**config.mk**
```make
export PLATFORM = sky130hd
export DESIGN_NAME = gb_interrupt_ctrl_flat
export DESIGN_NICKNAME = d
export VERILOG_FILES = /design/src/rtl/gb_interrupt_ctrl_pkg.sv /design/src/rtl/gb_interrupt_ctrl_if.sv /design/src/rtl/gb_irq_priority_enc.sv /design/src/rtl/gb_interrupt_ctrl.sv /design/src/flat_wrapper.sv
export SDC_FILE = /design/constraint.sdc
export NUM_CORES = 1
export LEC_CHECK = 0
export CELL_PAD_IN_SITES_DETAIL_PLACEMENT = 1
export CELL_PAD_IN_SITES_GLOBAL_PLACEMENT = 2
export CORE_ASPECT_RATIO = 1.75
export CORE_MARGIN = 5
export CORE_UTILIZATION = 26
export CTS_CLUSTER_DIAMETER = 80
export DETAILED_ROUTE_END_ITERATION = 16
export MAX_ROUTING_LAYER = met4
export PLACE_DENSITY = 0.83
export SLEW_MARGIN = 40
export SYNTH_ARGS = -nofsm -noshare
export SYNTH_HDL_FRONTEND = slang
export SYNTH_HIERARCHICAL = 1
export SYNTH_SLANG_ARGS = --single-unit
```
**constraint.sdc**
```tcl
create_clock -name clk -period 2.1 [get_ports clk]
set_clock_uncertainty 0.05 [all_clocks]
set_input_delay 0.42 -clock clk [delete_from_list [all_inputs] [get_ports clk]]
set_output_delay 0.42 -clock clk [all_outputs]
set_load 0.02 [all_outputs]
```
**src/rtl/gb_interrupt_ctrl_pkg.sv**
```systemverilog
// gb_interrupt_pkg: shared constants and types for the DMG interrupt controller.
//   - IF/IE register addresses on the I/O bus
//   - IF bit indices per interrupt source
//   - dispatch vectors and the cancel vector
//   - dispatch FSM state type
package gb_interrupt_pkg;

  localparam logic [15:0] ADDR_IF = 16'hFF0F;
  localparam logic [15:0] ADDR_IE = 16'hFFFF;

  localparam int unsigned IRQ_VBLANK = 0;
  localparam int unsigned IRQ_STAT   = 1;
  localparam int unsigned IRQ_TIMER  = 2;
  localparam int unsigned IRQ_SERIAL = 3;
  localparam int unsigned IRQ_JOYPAD = 4;

  localparam logic [15:0] VEC_VBLANK = 16'h0040;
  localparam logic [15:0] VEC_STAT   = 16'h0048;
  localparam logic [15:0] VEC_TIMER  = 16'h0050;
  localparam logic [15:0] VEC_SERIAL = 16'h0058;
  localparam logic [15:0] VEC_JOYPAD = 16'h0060;
  localparam logic [15:0] VEC_CANCEL = 16'h0000;

  typedef enum logic [0:0] {IDLE, ACK} int_state_t;

  function automatic logic [15:0] irq_vector(input int idx);
    case (idx)
      IRQ_VBLANK: irq_vector = VEC_VBLANK;
      IRQ_STAT:   irq_vector = VEC_STAT;
      IRQ_TIMER:  irq_vector = VEC_TIMER;
      IRQ_SERIAL: irq_vector = VEC_SERIAL;
      IRQ_JOYPAD: irq_vector = VEC_JOYPAD;
      default:    irq_vector = VEC_CANCEL;
    endcase
  endfunction

endpackage

```
**src/rtl/gb_interrupt_ctrl_if.sv**
```systemverilog
// gb_interrupt_ctrl_if: I/O bus and CPU dispatch handshake of the interrupt controller.
//   addr/wren/data_i : register address, write strobe, write data (from bus master)
//   data_o           : combinational read data
//   ime/int_ack      : CPU master enable and dispatch acknowledge (level)
//   int_req          : dispatch request to CPU
//   int_vector       : handler address, valid while dispatching
//   int_pending      : any enabled interrupt flagged (HALT wake), independent of ime
interface gb_interrupt_ctrl_if;

  logic [15:0] addr;
  logic        wren;
  logic [7:0]  data_i;
  logic [7:0]  data_o;
  logic        ime;
  logic        int_ack;
  logic        int_req;
  logic [15:0] int_vector;
  logic        int_pending;

  modport master (
    output addr, wren, data_i, ime, int_ack,
    input  data_o, int_req, int_vector, int_pending
  );

  modport slave (
    input  addr, wren, data_i, ime, int_ack,
    output data_o, int_req, int_vector, int_pending
  );

endinterface

```
**src/rtl/gb_irq_priority_enc.sv**
```systemverilog
// gb_irq_priority_enc: fixed-priority encoder over pending interrupts, bit 0 highest.
//   pend   : enabled & flagged interrupt bits
//   clr    : one-hot mask of the winning bit (zero when nothing pending)
//   vector : handler address of the winner, VEC_CANCEL when nothing pending
//   valid  : at least one bit pending
module gb_irq_priority_enc
  import gb_interrupt_pkg::*;
#(
  parameter int unsigned NUM_IRQ = 5
) (
  input  logic [NUM_IRQ-1:0] pend,
  output logic [NUM_IRQ-1:0] clr,
  output logic [15:0]        vector,
  output logic               valid
);

  always_comb begin
    clr    = '0;
    vector = VEC_CANCEL;
    valid  = 1'b0;
    // Scan downward so the lowest set bit is the last one to win.
    for (int i = int'(NUM_IRQ) - 1; i >= 0; i--) begin
      if (pend[i]) begin
        clr    = '0;
        clr[i] = 1'b1;
        vector = irq_vector(i);
        valid  = 1'b1;
      end
    end
  end

endmodule

```
**src/rtl/gb_interrupt_ctrl.sv**
```systemverilog
// gb_interrupt_ctrl: DMG interrupt controller (IF at FF0F, IE at FFFF).
//   clk, reset            : M clock, asynchronous active-high reset
//   bus (slave modport)   : register access and CPU dispatch handshake
//   irq_vblank..irq_joypad: peripheral request inputs, IF bits 0..4
// Build option GB_IRQ_EDGE_DETECT_EN: when defined, requests set IF only on a
// 0->1 transition of each irq input; otherwise IF sets on every high cycle.
module gb_interrupt_ctrl
  import gb_interrupt_pkg::*;
#(
  parameter int unsigned NUM_IRQ = 5
) (
  input  logic                 clk,
  input  logic                 reset,
  gb_interrupt_ctrl_if.slave   bus,
  input  logic                 irq_vblank,
  input  logic                 irq_stat,
  input  logic                 irq_timer,
  input  logic                 irq_serial,
  input  logic                 irq_joypad
);

  logic [NUM_IRQ-1:0] if_q, if_d;
  logic [7:0]         ie_q;
  logic [NUM_IRQ-1:0] irq_in, irq_set, pend, enc_clr;
  logic [15:0]        enc_vector, vec_q, vec_d;
  logic               enc_valid;
  int_state_t         state_q, state_d;
  logic               entry_q, go_ack, int_req;
  logic               wr_if, wr_ie, ack_entry;

  assign irq_in = {irq_joypad, irq_serial, irq_timer, irq_stat, irq_vblank};

`ifdef GB_IRQ_EDGE_DETECT_EN
  logic [NUM_IRQ-1:0] irq_prev_q;

  always_ff @(posedge clk or posedge reset) begin
    if (reset) irq_prev_q <= '0;
    else       irq_prev_q <= irq_in;
  end

  assign irq_set = irq_in & ~irq_prev_q;
`else
  assign irq_set = irq_in;
`endif

  assign wr_if = bus.wren && (bus.addr == ADDR_IF);
  assign wr_ie = bus.wren && (bus.addr == ADDR_IE);
  assign pend  = ie_q[NUM_IRQ-1:0] & if_q;

  gb_irq_priority_enc #(
    .NUM_IRQ (NUM_IRQ)
  ) u_enc (
    .pend   (pend),
    .clr    (enc_clr),
    .vector (enc_vector),
    .valid  (enc_valid)
  );

  // Vector and clear are taken in the first ACK cycle, so a CPU rewrite of IE/IF
  // during the push (the transition cycle) can still cancel the dispatch.
  assign ack_entry = (state_q == ACK) && entry_q;

  always_comb begin
    if_d = wr_if ? bus.data_i[NUM_IRQ-1:0] : if_q;
    if (ack_entry) if_d = if_d & ~enc_clr;
    if_d = if_d | irq_set;  // a new request beats a same-cycle clear
  end

  always_comb begin
    state_d = state_q;
    go_ack  = 1'b0;
    int_req = 1'b0;
    unique case (state_q)
      IDLE: begin
        int_req = bus.ime && (|pend);
        if (int_req && bus.int_ack) begin
          state_d = ACK;
          go_ack  = 1'b1;
        end
      end
      ACK: begin
        if (!bus.int_ack) state_d = IDLE;
      end
      default: state_d = IDLE;
    endcase
  end

  assign vec_d = ack_entry ? (enc_valid ? enc_vector : VEC_CANCEL) : vec_q;

  always_ff @(posedge clk or posedge reset) begin
    if (reset) begin
      if_q    <= '0;
      ie_q    <= '0;
      state_q <= IDLE;
      entry_q <= 1'b0;
      vec_q   <= VEC_CANCEL;
    end else begin
      if_q    <= if_d;
      if (wr_ie) ie_q <= bus.data_i;
      state_q <= state_d;
      entry_q <= go_ack;
      vec_q   <= vec_d;
    end
  end

  always_comb begin
    if (bus.addr == ADDR_IF)      bus.data_o = {{(8 - NUM_IRQ){1'b1}}, if_q};
    else if (bus.addr == ADDR_IE) bus.data_o = ie_q;
    else                          bus.data_o = 'x;
  end

  assign bus.int_req     = int_req;
  assign bus.int_vector  = vec_q;
  assign bus.int_pending = |pend;

endmodule

```
**src/flat_wrapper.sv**
```systemverilog
// flat-port wrapper written by rule: the top's interface ports become plain ports
module gb_interrupt_ctrl_flat import gb_interrupt_pkg::*;
#(
  parameter int unsigned NUM_IRQ = 5
)
  (clk, reset, irq_vblank, irq_stat, irq_timer, irq_serial, irq_joypad, bus_addr, bus_wren, bus_data_i, bus_ime, bus_int_ack, bus_data_o, bus_int_req, bus_int_vector, bus_int_pending);
  gb_interrupt_ctrl_if bus_i ();
  input  logic clk;
  input  logic reset;
  input  logic irq_vblank;
  input  logic irq_stat;
  input  logic irq_timer;
  input  logic irq_serial;
  input  logic irq_joypad;
  input wire logic [$bits(bus_i.addr)-1:0] bus_addr;
  input wire logic [$bits(bus_i.wren)-1:0] bus_wren;
  input wire logic [$bits(bus_i.data_i)-1:0] bus_data_i;
  input wire logic [$bits(bus_i.ime)-1:0] bus_ime;
  input wire logic [$bits(bus_i.int_ack)-1:0] bus_int_ack;
  output wire logic [$bits(bus_i.data_o)-1:0] bus_data_o;
  output wire logic [$bits(bus_i.int_req)-1:0] bus_int_req;
  output wire logic [$bits(bus_i.int_vector)-1:0] bus_int_vector;
  output wire logic [$bits(bus_i.int_pending)-1:0] bus_int_pending;
  assign bus_i.addr = bus_addr;
  assign bus_i.wren = bus_wren;
  assign bus_i.data_i = bus_data_i;
  assign bus_i.ime = bus_ime;
  assign bus_i.int_ack = bus_int_ack;
  assign bus_data_o = bus_i.data_o;
  assign bus_int_req = bus_i.int_req;
  assign bus_int_vector = bus_i.int_vector;
  assign bus_int_pending = bus_i.int_pending;
  gb_interrupt_ctrl #(.NUM_IRQ(NUM_IRQ)) u_core (.clk(clk), .reset(reset), .bus(bus_i), .irq_vblank(irq_vblank), .irq_stat(irq_stat), .irq_timer(irq_timer), .irq_serial(irq_serial), .irq_joypad(irq_joypad));
endmodule
```
Yosys cells after proc, flatten, opt, wreduce, memory -nomap -nowiden
Cells that the tools add are included.
{ "totals": {"ff_bits": 31, "in_bits": 34, "elab_cells": 43, "output_inout_bits": 26} }
{ "op_classes": {"n_eq_ne": 2, "muxes": 25, "bitwise_logic": 5, "n_reduce_logical": 6} }
{ "ops": {"columns": ["op", "count"], "rows": [
  ["$mux 16", 5],
  ["$mux 5", 7],
  ["$eq 16x16->1 const B", 2],
  ["$mux 8", 2],
  ["$and 5x5->5", 2],
  ["$mux 1", 9],
  ["$mux 7", 1],
  ["$logic_and 1x1->1", 5],
  ["$not 5->5", 1],
  ["$or 5x5->5", 1],
  ["$reduce_or 5->1", 1],
  ["$pmux 1 s2", 1],
  ["$not 1->1", 1]
]} }

Depth between registers and ports, before layout
Gate-level depths: netlist of the first run.
{ "depth": {"ltp_word": 10, "mapped_depth": 7, "ltp_nobuf": 6} }

By module
Netlist of the first run, hierarchy kept.
{ "modules_own_cells": {"columns": ["mod", "seq_area_each_um2", "cells_per_inst", "instances", "area_per_inst_um2"], "rows": [
  ["gb_interrupt_ctrl", 775.7, 153, 1, 1502.7],
  ["gb_irq_priority_enc", 0.0, 27, 1, 182.7]
]} }

Worst setup path after synthesis of the first run
OpenSTA, ideal clock, no wires.
{ "synth_path": {"path_kind": "input to output", "from": "in bus_addr[4]", "to": "out bus_data_o[0]", "slack_ps": 156, "n_path_buf": 1, "cell_stages": 4, "arrival_ps": 1474, "required_time_ps": 1630, "path_cell_list": "nor4_1 -> and4_1 -> buf_2 -> mux2_2"} }
{ "synth_via": {"elab_chain_len": 2} }
{ "synth_rtl": {"columns": ["item", "line", "source"], "rows": [
  ["start: declaration", "flat_wrapper.sv:15", "input wire logic [$bits(bus_i.addr)-1:0] bus_addr;"],
  ["$eq 16x16->1", "gb_interrupt_ctrl.sv:107", "if (bus.addr == ADDR_IF) bus.data_o = {{(8 - NUM_IRQ){1'b1}}, if_q};"],
  ["$mux 8", "gb_interrupt_ctrl.sv:107", null],
  ["end: declaration", "flat_wrapper.sv:20", "output wire logic [$bits(bus_i.data_o)-1:0] bus_data_o;"]
]} }
No other way between the ends.

Final worst setup path of the first run
{ "layout_path": {"from": "reg u_core.ie_q[0]", "to": "out bus_int_req"} }
{ "layout_via": {"elab_chain_len": 4} }
{ "layout_rtl": {"columns": ["item", "line", "source"], "rows": [
  ["start: declaration", "gb_interrupt_ctrl.sv:23", "logic [7:0] ie_q;"],
  ["start signal: assignment", "gb_interrupt_ctrl.sv:99", "if (wr_ie) ie_q <= bus.data_i;"],
  ["$and 5x5->5", "gb_interrupt_ctrl.sv:48", "assign pend = ie_q[NUM_IRQ-1:0] & if_q;"],
  ["$reduce_or 5->1", "gb_interrupt_ctrl.sv:75", "int_req = bus.ime && (|pend);"],
  ["$logic_and 1x1->1", "gb_interrupt_ctrl.sv:75", null],
  ["$mux 1", "gb_interrupt_ctrl.sv:73", "unique case (state_q)"],
  ["end: declaration", "flat_wrapper.sv:21", "output wire logic [$bits(bus_i.int_req)-1:0] bus_int_req;"]
]} }
No other way between the ends.

==> results of run 1 <==
==> critical path, stage by stage, from the launching register on <==
cell and delay (ns):
dfrtp_1 0.38, a22o_1 0.23, or4_4 0.57, nand2_4 0.09, nor2_2 0.04, buf_6 0.13
==> stage by stage <==
step                power [mW]  std cells
finish                    1.15        353
global route              1.20        353
CTS                       1.17        351
detailed placement       0.701        333
global placement         0.698        333
floorplan                0.643        191
==> power by group <==
| group | internal, mW | total [mW] | switching, mW | leakage (nW) |
|---|---|---|---|---|
| registers | 0.597 | 0.597 | 0.0000599 | 0.344 |
| logic | 0.0623 | 0.0994 | 0.0371 | 0.928 |
| clock network | 0.232 | 0.448 | 0.216 | 0.0422 |
==> area by class of cell <==
| class | instances | share of cell area (%) |
|---|---|---|
| clock buffer | 7 | 2.85 |
| clock inverter | 1 | 0.187 |
| inverter | 2 | 0.281 |
| multi-input combinational | 135 | 31.6 |
| sequential | 31 | 29.0 |
| tap | 80 | 3.74 |
| timing repair buffer | 97 | 32.3 |
==> state kept, by name, indices dropped and copies added (netlist names) <==
signal,count
u_core/state_q,1
u_core/if_q,5
u_core/ie_q,8
u_core/bus.int_vector,16
u_core/entry_q,1
==> final timing paths <==
kind	startpoint	endpoint	slack, ns	cells past startpoint
max	u_core/ie_q[0]	bus_int_req	-0.08	5
min	u_core/bus.int_vector[6]	u_core/bus.int_vector[6]	0.41	2
max reg2reg	u_core/if_q[0]	u_core/if_q[4]	0.35	7
min reg2reg	u_core/bus.int_vector[6]	u_core/bus.int_vector[6]	0.41	2
max in group asynchronous	reset	u_core/ie_q[7]	1.23	3
min in group asynchronous	reset	u_core/bus.int_vector[7]	0.47	3
==> cell families (layout without fill, tap and decap cells) <==
kind of cell           count (synthesis)  in the layout  share of synthesized area (%)
AOI/OAI and AO/OA                     13             13                           5.57
buffers and inverters                 25            107                           9.50
DFF                                   31             31                           46.0
muxes                                 13             13                           10.5
other                                  1             12                          0.223
and+or+nand+nor                       97             97                           28.2
==> synthesized netlist by cell type <==
library cell / instances / area [um2]
a21oi_1: 2 / 10.0
a22o_1: 1 / 8.76
a31oi_1: 5 / 31.3
and2_1: 7 / 43.8
and3_1: 1 / 6.26
and4_1: 4 / 35.0
buf_1: 1 / 3.75
buf_2: 2 / 10.0
buf_4: 15 / 113
buf_6: 1 / 11.3
clkbuf_1: 4 / 15.0
conb_1: 1 / 3.75
dfrtp_1: 31 / 776
inv_1: 2 / 7.51
mux2_2: 5 / 56.3
mux2_4: 8 / 120
nand2_1: 46 / 173
nand2b_4: 1 / 13.8
nand3_1: 22 / 110
nand3b_1: 1 / 7.51
nand4_1: 1 / 6.26
nor2_1: 3 / 11.3
nor2_2: 1 / 6.26
nor2b_1: 1 / 6.26
nor3_1: 2 / 10.0
nor3b_1: 1 / 7.51
nor4_1: 1 / 6.26
o311ai_0: 5 / 43.8
or2_2: 3 / 18.8
or3_1: 1 / 6.26
or4_1: 1 / 7.51
==> metal layers <==
metal	global-route usage [%]	up-vias
li1	-	778
met1	12.2	755
met2	24.8	47
met3	1.81	4
met4	5.65	0
met5	-	-
==> repair_timing <==
action | 4_1_cts | 5_1_grt
cloned | 0 | 0
hold buffers | 0 | 0
pin swaps | 5 | 5
setup buffers | 10 | 2
setup endpoints to repair | 10 | 12
gates resized for setup | 101 | 6
==> results.txt, run 1 <==
Max Root-Sink Buffers = 2
Global-route wire length before repair = 7950 um
Yosys warnings = 6
Pre-antenna DRT Iters = 4
Final setup violation count = 7
Post-Route Utilization = 42.6%
Status = complete, but fails checks
Metal3 WL = 231 um
Worst-margin pin slew = 0.545 ns
Worst setup margin = -0.0779 ns
Fmax = 459 MHz
Drc violations = 0
Number of global-route vias before repair = 1738
Worst Path Arrival = 1.71 ns
Critical setup path kind = flop to primary output
Share of cells above drive strength 1 = 30.4%
Dpl ws = -0.864 ns
Metal2 WL = 2800 um
Core Area = 6280 um2
# diodes = 0
Mapped cell area = 1690 um2
DR iter-0 viols = 50
Synth Register Bits = 31
Startpoint types = flop
Slew Limit Fails = 0
Tmin final = 2.18 ns
Worst EP required = 1.63 ns
Syn Area/Cell = 9.36 um2
Period utilization = 104%
Post-DP Area = 2460 um2
Die width = 70.9 um
Routed WL = 4870 um
Hold WS = 0.412 ns
Cells after synthesis = 180
Num rows = 38
Final antenna-violating net count = 0
Netlist cell types = 31
RSZ-0062 raised after global routing = yes
Drt via density = 4.49
CP endpoint kind = primary output
NumNets Final = 306
Remaining global-route overflow = 0
Layout area overhead = 58.6%
FILL cells = 760
Wirelength per Cell = 13.8 um
Hold Path Class = flop to flop
Worst-Skew Late Latency = 0.28 ns
Htree depth = 2
Worst-path maximum fanout = 3
Register area = 776 um2
Commonest non-fill, non-tap cell in the layout = nand2_1
Die Area = 8260 um2
Pwr Density = 428 nW/um2
Initial Util = 26.9%
Leak = 1.31 nW
Root Buffer = clkbuf_8
Post-DP HPWL = 3550 um
Sum of negative setup slack = -0.269 ns
Fin. Hold Viols = 0
Clk sinks = 31
CTS tree = done
Top sig layer = met4
Metal-1 WL = 1760 um
Post-Layout Inst Area = 2670 um2
Multi-input combinational cell area = 846 um2
IO Pins = 60
Via count = 1584
Buffers on Ports = 59
Max IR drop VDD = 0.000200 V
Violated checks = negative setup slack
Relative slew slack = 63.6%
Initial antenna violation count = 0
Largest net degree at the start of global routing = 32
All-Layer GR Usage = 12.8%
Sequential cell area fraction in the yosys report = 46.0%
Die height = 117 um
RD Place Congestion = 0.703
Max-cap violation count = 0
Clock Pin Slew Worst Setup and Hold Paths = 0.07 ns
Commonest cells after routing, fill and taps aside = nand2_1 (45), buf_4 (37), clkdlybuf4s50_1 (33), dfrtp_1 (31), nand3_1 (22)
CTS buffer count = 5
Note: power is estimated with default switching activity, not from simulation.
==> inputs of run 2 (changes only) <==
- ABC_CLOCK_PERIOD_IN_PS: default -> 2100
==> results of run 2 <==
No change in the layout: final DEF, timing and power equal those of run 1.
==> inputs of run 3 (changes only) <==
- CAP_MARGIN: default -> 20
- CORE_MARGIN: 5 -> 2
==> results.txt, run 3 (same netlist as run 1, synthesis figures left out) <==
Status = complete, but fails checks
Violated checks = negative setup slack
Die Area = 7170 um2
Initial Util = 27.1%
Post-DP HPWL = 3450 um
CP Launch Point = bus_addr[5]
Max-cap violation count = 0
Worst-Skew Late Latency = 0.28 ns
Slew Limit Fails = 0
Drt via density = 4.45
Switching Share = 21.2%
Via count = 1531
RR Endpoint = u_core/if_q[4]
Total Power = 1.21 mW
Net Sw Power = 0.255 mW
Wirelength per Cell = 13.0 um
Leak = 1.28 nW
Number of global-route vias before repair = 1769
Period utilization = 101%
Largest net degree at the start of global routing = 32
NumNets Final = 297
Htree depth = 2
Worst EP required = 1.63 ns
RD Place Congestion = 0.744
Worst setup margin = -0.0289 ns
Max Root-Sink Buffers = 2
Root Buffer = clkbuf_8
Sum of negative setup slack = -0.140 ns
Num rows = 38
Critical setup path kind = primary input to primary output
DR iter-0 viols = 24
Startpoint types = primary input
Max reg flops = 16
Fmax = 470 MHz
Clk sinks = 31
IO Pins = 60
Die width = 64.9 um
Clock Pin Slew Worst Setup and Hold Paths = 0.06 ns
Global-route wire length before repair = 7760 um
Relative slew slack = 63.0%
Core Area = 6230 um2
Remaining global-route overflow = 0
Comb pwr share = 7.4%
Buffers on Ports = 59
CTS buffer count = 5
Worst Path Arrival = 1.66 ns
Share of cells above drive strength 1 = 29.2%
Die height = 111 um
Hold Path Class = flop to flop
Worst setup path end = bus_data_o[3]
Final setup violation count = 6
Reg2reg start = u_core/if_q[0]
Worst-path maximum fanout = 4
Routed WL = 4460 um
Commonest non-fill, non-tap cell in the layout = nand2_1
Clock power share = 43.1%
Tmin final = 2.13 ns
Worst-margin pin slew = 0.553 ns
RSZ-0062 raised after global routing = yes
Drc violations = 0
# diodes = 0
Sequential power share = 49.5%
CP endpoint kind = primary output
Fin. Hold Viols = 0
All-Layer GR Usage = 14.2%
Pwr Density = 461 nW/um2
Pre-antenna DRT Iters = 2
Final antenna-violating net count = 0
CTS tree = done
R2r setup slk = 0.34 ns
Max IR drop VDD = 0.000245 V
Layout area overhead = 55.4%
Initial antenna violation count = 0
Commonest cells after routing, fill and taps aside = nand2_1 (45), clkdlybuf4s50_1 (33), dfrtp_1 (31), buf_4 (28), nand3_1 (22)
R2R depth = 7
Internal power = 0.951 mW
run 3: critical path: stages:
cell and delay, ns:
buf_8 0.10, nor4_4 0.30, and4_4 0.28, buf_6 0.13
mux2_4 0.30, buf_6 0.13
run 3: metal layers:
metal	wire length [um]	up-vias	GRT usage [%]
met5	0	-	-
met4	95	0	5.96
met3	168	6	2.55
met2	2600	46	26.7
met1	1600	724	13.4
li1	-	755	-
run 3: worst min-delay path by stage:
| stage | start | end | slack (ns) | cells after the start |
|---|---|---|---|---|
| after floorplan | u_core/state_q | u_core/entry_q | 0.41 | 1 |
| after global placement | u_core/bus.int_vector[6] | u_core/bus.int_vector[6] | 0.40 | 2 |
| after detailed placement | u_core/bus.int_vector[13] | u_core/bus.int_vector[13] | 0.41 | 2 |
| after CTS | u_core/bus.int_vector[13] | u_core/bus.int_vector[13] | 0.42 | 2 |
| after global routing | u_core/bus.int_vector[11] | u_core/bus.int_vector[11] | 0.44 | 2 |
| final | u_core/bus.int_vector[11] | u_core/bus.int_vector[11] | 0.41 | 2 |
run 3: repair_timing:
| action | in CTS | in global routing |
|---|---|---|
| endpoints found under the setup margin | 10 | 6 |
| gates resized for setup | 108 | 2 |
| hold buffers | 0 | 0 |
| setup buffers | 2 | 2 |
| pin swaps | 6 | 3 |
run 3: power by group through the flow:
stage	registers [mW]	clock network, mW	logic (mW)
3_5_place_dp	0.608	0	0.0916
3_3_place_gp	0.608	0	0.0895
2_1_floorplan	0.608	0	0.0344
5_1_grt	0.597	0.569	0.0985
4_1_cts	0.597	0.538	0.0891
6_report	0.597	0.521	0.0890
run 3: layout make-up:
| type | count | area, um2 |
|---|---|---|
| clock buffer | 8 | 100 |
| sequential | 31 | 776 |
| multi-input combinational | 135 | 846 |
| inverter | 2 | 7.51 |
| fill | 719 | 3610 |
| tap | 80 | 100 |
| timing repair buffer | 88 | 790 |
run 3: per-stage QoR:
stage | area (um2) | utilization [%] | instances | setup WS (ns) | hold slack [ns]
3_3_place_gp | 2450 | 39.4 | 332 | -0.826 | 0.399
6_report | 2620 | 42.0 | 344 | -0.0289 | 0.414
4_1_cts | 2590 | 41.7 | 342 | -0.0489 | 0.422
5_1_grt | 2620 | 42.0 | 344 | -0.0898 | 0.442
3_5_place_dp | 2450 | 39.4 | 332 | -0.841 | 0.407
2_1_floorplan | 1730 | - | 191 | 0.156 | 0.414
